<file path="src/rtl/tv80_blkseq.sv">
// Block-transfer sequencer (LDI/LDD/LDIR/LDDR): memory read, memory write, then HL/DE/BC rewrites.
// 6 cycles start-to-done, 5 per repeat; mem_ack low or cen low stalls in place.
module tv80_blkseq (
    input  logic        clk,
    input  logic        reset,
    input  logic        cen,
    input  logic        start,
    input  logic        op_dec,
    input  logic        op_rpt,
    input  logic        irq_pend,
    output logic        busy,
    output logic        done,
    output logic        rpt_abort,
    output logic        pv_flag,
    output logic [15:0] mem_addr,
    output logic        mem_rd,
    output logic        mem_wr,
    output logic [7:0]  mem_dout,
    input  logic [7:0]  mem_din,
    input  logic        mem_ack,
    output logic [2:0]  rf_addr_a,
    output logic [2:0]  rf_addr_b,
    output logic [2:0]  rf_addr_c,
    input  logic [7:0]  rf_doah,
    input  logic [7:0]  rf_doal,
    input  logic [7:0]  rf_dobh,
    input  logic [7:0]  rf_dobl,
    input  logic [7:0]  rf_doch,
    input  logic [7:0]  rf_docl,
    output logic [7:0]  rf_dih,
    output logic [7:0]  rf_dil,
    output logic        rf_weh,
    output logic        rf_wel
);

    typedef enum logic [2:0] {
        S_IDLE   = 3'd0,
        S_RD     = 3'd1,
        S_WR     = 3'd2,
        S_UPD_HL = 3'd3,
        S_UPD_DE = 3'd4,
        S_UPD_BC = 3'd5,
        S_DONE   = 3'd6
    } state_t;

    state_t      state_q, state_d;
    logic        dec_q, dec_d;
    logic        rpt_q, rpt_d;
    logic        abort_q, abort_d;
    logic        pv_q, pv_d;
    logic [7:0]  byte_q, byte_d;
    logic        busy_q, busy_d;
    logic        done_q, done_d;
    logic        rd_q, rd_d;
    logic        wr_q, wr_d;
    logic        we_q, we_d;
    logic [2:0]  addr_a_q, addr_a_d;

    logic [15:0] pair_a;
    logic [15:0] pair_step;
    logic [15:0] bc_dec;
    logic [15:0] wdata;

    assign pair_a    = {rf_doah, rf_doal};
    assign pair_step = dec_q ? (pair_a - 16'd1) : (pair_a + 16'd1);
    assign bc_dec    = pair_a - 16'd1;

    always_comb begin
        state_d = state_q;
        dec_d   = dec_q;
        rpt_d   = rpt_q;
        abort_d = abort_q;
        pv_d    = pv_q;
        byte_d  = byte_q;
        if (cen) begin
            case (state_q)
                S_IDLE: begin
                    if (start) begin
                        dec_d   = op_dec;
                        rpt_d   = op_rpt;
                        abort_d = 1'b0;
                        state_d = S_RD;
                    end
                end
                S_RD: begin
                    if (mem_ack) begin
                        byte_d  = mem_din;
                        state_d = S_WR;
                    end
                end
                S_WR: begin
                    if (mem_ack) begin
                        state_d = S_UPD_HL;
                    end
                end
                S_UPD_HL: state_d = S_UPD_DE;
                S_UPD_DE: state_d = S_UPD_BC;
                S_UPD_BC: begin
                    pv_d = (bc_dec != 16'd0);
                    // An interrupt only suspends a repeat that still has work left.
                    if (rpt_q && (bc_dec != 16'd0) && !irq_pend) begin
                        state_d = S_RD;
                    end else begin
                        state_d = S_DONE;
                        abort_d = rpt_q && (bc_dec != 16'd0);
                    end
                end
                S_DONE: begin
                    state_d = S_IDLE;
                    abort_d = 1'b0;
                end
                default: state_d = S_IDLE;
            endcase
        end

        // Control outputs are registered decodes of the state being entered.
        busy_d   = (state_d != S_IDLE);
        done_d   = (state_d == S_DONE);
        rd_d     = (state_d == S_RD);
        wr_d     = (state_d == S_WR);
        we_d     = (state_d == S_UPD_HL) || (state_d == S_UPD_DE) || (state_d == S_UPD_BC);
        addr_a_d = 3'd0;
        if (state_d == S_UPD_HL) begin
            addr_a_d = 3'd2;
        end else if (state_d == S_UPD_DE) begin
            addr_a_d = 3'd1;
        end
    end

    always_ff @(posedge clk) begin
        if (reset) begin
            state_q  <= S_IDLE;
            dec_q    <= 1'b0;
            rpt_q    <= 1'b0;
            abort_q  <= 1'b0;
            pv_q     <= 1'b0;
            byte_q   <= 8'd0;
            busy_q   <= 1'b0;
            done_q   <= 1'b0;
            rd_q     <= 1'b0;
            wr_q     <= 1'b0;
            we_q     <= 1'b0;
            addr_a_q <= 3'd0;
        end else begin
            state_q  <= state_d;
            dec_q    <= dec_d;
            rpt_q    <= rpt_d;
            abort_q  <= abort_d;
            pv_q     <= pv_d;
            byte_q   <= byte_d;
            busy_q   <= busy_d;
            done_q   <= done_d;
            rd_q     <= rd_d;
            wr_q     <= wr_d;
            we_q     <= we_d;
            addr_a_q <= addr_a_d;
        end
    end

    always_comb begin
        mem_addr = 16'd0;
        wdata    = 16'd0;
        case (state_q)
            S_RD:     mem_addr = {rf_dobh, rf_dobl};
            S_WR:     mem_addr = {rf_doch, rf_docl};
            S_UPD_HL: wdata    = pair_step;
            S_UPD_DE: wdata    = pair_step;
            S_UPD_BC: wdata    = bc_dec;
            default: begin
                mem_addr = 16'd0;
                wdata    = 16'd0;
            end
        endcase
    end

    assign busy      = busy_q;
    assign done      = done_q;
    assign rpt_abort = abort_q;
    assign pv_flag   = pv_q;
    assign mem_rd    = rd_q;
    assign mem_wr    = wr_q;
    assign mem_dout  = byte_q;
    assign rf_addr_a = addr_a_q;
    assign rf_addr_b = 3'd2;
    assign rf_addr_c = 3'd1;
    assign rf_dih    = wdata[15:8];
    assign rf_dil    = wdata[7:0];
    // The register file has no reset, so a write in flight must not land on a reset edge.
    assign rf_weh    = we_q & ~reset;
    assign rf_wel    = we_q & ~reset;

endmodule

</file>
<file path="config.mk">
export PLATFORM = sky130hd
export DESIGN_NAME = tv80_blkseq
export DESIGN_NICKNAME = d
export VERILOG_FILES = /design/src/rtl/tv80_blkseq.sv
export SDC_FILE = /design/constraint.sdc
export NUM_CORES = 1
export LEC_CHECK = 0
export BUFFER_PORTS_ARGS = -buffer_cell sky130_fd_sc_hd__buf_2
export CAP_MARGIN = 20
export CORE_MARGIN = 2
export CORE_UTILIZATION = 45
export CTS_CLUSTER_SIZE = 16
export DETAILED_ROUTE_END_ITERATION = 10
export HOLD_SLACK_MARGIN = 0.03
export PLACE_DENSITY = 0.81
export SYNTH_ARGS = -nofsm -noshare
export SYNTH_HDL_FRONTEND = slang
export SYNTH_SLANG_ARGS = --single-unit
export TNS_END_PERCENT = 100
</file>
<file path="constraint.sdc">
create_clock -name clk -period 2.6 [get_ports clk]
set_input_delay 0.52 -clock clk [delete_from_list [all_inputs] [get_ports clk]]
set_output_delay 0.52 -clock clk [all_outputs]
set_load 0.01 [all_outputs]
</file>
==> qor.yml <==
status: "complete, but fails checks"
failed_checks: "setup timing"
root_buffer: "clkbuf_8"
finalSetupViolCount: 1
vias_per_cell: 5.616
crit_slowest_cell: "nor4_4"
hpwl_um: 5055
slew_viol_final: 0
grt_overflow_total: 0
path_cells: "buf_8, buf_6, buf_6, nor4_4, nand3_2, nor3_4, a2bb2oi_2, xor2_1, o22ai_1, buf_2"
dpl_cell_area_sq_um: 2943
final_util_pct: 69.34
drive_gt1_share_pct: 49.07
clkSinkCount: 22
avgRoutedWirePerCell_um: 14.14
io_buffers: 113
dr.pass1.iters: 4
final_area_sq_um: 3232
rows: 25
io_pins: 121
dr_total_vias: 2707
clock_latency_ps: 260
holdCritStartpoint: "mem_dout[4]"
ys_top_cells_by_area: "dfxtp_1 (21%), a22o_1 (6.5%), a21oi_1 (5.4%)"
tightest_slew_ps: 518.9
startpoint: "rf_doal[1]"
yosys_warnings: 0
skew_ps: 2.916
drc: 0
synthFlopType: "dfxtp_1"
period_minus_slack_ps: 2659
p_leak_nw: 1.490
cp_max_fo: 4
final_common_cell: "buf_2"
fin_cells: 482
antenna_found_initial: 0
h-tree-depth: 1
clk_pin_slew_worst_paths_ps: 80
dieArea_sq_um: 5328
max_cap_viol_count: 0
yosysSeqAreaShare_pct: 20.56
rsz0062_at_grt: "yes"
hold-path-cell-count: 2
grt_pass1_vias: 2481
synth_area_per_cell_sq_um: 7.386
post-place-cells: 474
fp.dieH_um: 73.00
hold_violations: 0
critPathKind: "input port to primary output"
area_delta_synth_final_pct: 50.88
final_nets: 496
grt_max_degree: 19
die_x_um: 73.00
reg2reg_from: "state_q[0]"
ys_types: 58
synth_top_area_cell: "dfxtp_1"
start_util_pct: 45.96
power_density_nw_per_um2: 278.8
worst_hold_slack_ps: 453.2
cpMostUsedCell: "buf_6"
min_to: "mem_dout[4]"
slew_headroom_pct: 65.37
crit_arrival_ps: 2140
syn_area_sq_um: 2142
power_w: 0.0009009
wl_um: 6816
cts_made_buffers: 3
fmax_mhz: 376.1
async_flop_share_pct: 0
fin_ws_ps: -58.58
synth_top_area_share_pct: 20.56
core-area_sq_um: 4661
r2r_slack_ps: 660
start_kind: "input port"
ir_drop_mv: 0.1798
end_kind: "primary output"
synth_edf_count: 0
hold_class: "flop to flop"
layout_common_cells: "buf_2 (111), buf_4 (41), nand2_1 (25)"
grt_pass1_wl_um: 10680
cts_tree: "built"
period_share_pct: 102.3
synthCells: 290
ff2ff_path_depth: 7
ys_ff_latch: 22
diodes: 0
max_stage_delay_ps: 350
r2r_end: "mem_wr"
cp.required_ps: 2080
drt_iter0_drc: 140
final_antenna_net_count: 0
place_congestion: 0.8948
grt_use_total_pct: 24.57
clockBufferDepth: 2
-- routing by layer --
layer	vias to the layer above	part of all wire, %	global-route usage, %
met2	100	52	43.44
met4	0	0.81	7.202
met1	1263	41	31.00
met3	6	5.3	3.039
met5	-	0	0
li1	1338	-	-
-- synth_stat cells, drive strengths merged, types with 4 or more instances --
| cell | count |
|---|---|
| a21oi | 23 |
| a221oi | 8 |
| a22o | 16 |
| a2bb2oi | 4 |
| a31oi | 5 |
| and3 | 8 |
| buf | 17 |
| clkbuf | 13 |
| dfxtp | 22 |
| inv | 9 |
| nand2 | 30 |
| nand2b | 5 |
| nand3 | 13 |
| nor2 | 18 |
| nor2b | 5 |
| nor3 | 11 |
| nor3b | 6 |
| nor4 | 4 |
| o21ai | 13 |
| o22ai | 5 |
| o31ai | 5 |
| xnor2 | 6 |
| xor2 | 5 |
-- cell families after synthesis --
group,Yosys count,share of synthesized area [%]
xor+xnor,11,4.498
flops,22,20.56
buf+inv,39,9.930
mux,3,1.460
fa+ha+maj,3,1.753
other cells,2,0.3506
compound gates,90,28.91
simple gates,120,32.54
-- repair_timing --
item                       CTS  global route
hold buffers                 0             0
pin swaps                    4            10
buffers inserted             2             2
gates resized for setup     23            28
setup endpoints to repair   14            16
-- stage by stage --
stage	setup TNS, ps	setup WS, ps
after floorplan	0	1.713
after global placement	-1091	-167.8
after detailed placement	-1953	-199.5
after CTS	-31.10	-18.09
after global routing	-750.9	-193.3
final	-58.58	-58.58
-- registers in the layout, summed over array words and instances (netlist names) --
signal	cells
mem_wr	1
done	1
busy	1
rf_addr_a	2
pv_flag	1
rpt_q	1
rpt_abort	1
state_q	3
we_q	1
dec_q	1
mem_rd	1
mem_dout	8
-- report_power, final --
part	switching, W	internal (W)
registers	0.00000706	0.000346
clock network	0.000108	0.000135
logic	0.000159	0.000146
total	0.000274	0.000627
-- worst max-delay path, delay by kind of cell --
family | cells | cell delay, ps
simple gates | 3 | 720
buf+inv | 4 | 490
compound gates | 2 | 260
xor+xnor | 1 | 150
-- worst max path at each step --
stage,to,slack [ps],cells after the start
after floorplan,rf_dih[4],2,8
after global placement,rf_dih[4],-170,10
after detailed placement,rf_dih[4],-200,10
after CTS,rf_dih[4],-20,10
after global routing,rf_dih[5],-190,10
final,rf_dih[5],-60,10
-- cell type report --
| cell class | instances | area [sq um] |
|---|---|---|
| Inverter | 9 | 36.28 |
| Timing Repair Buffer | 159 | 954.7 |
| Multi-Input combinational cell | 234 | 1677 |
| Tap cell | 54 | 67.56 |
| Clock buffer | 4 | 55.05 |
| Fill cell | 395 | 1429 |
| Sequential cell | 22 | 441.7 |
No activity file was read; power rests on OpenSTA's default activity.
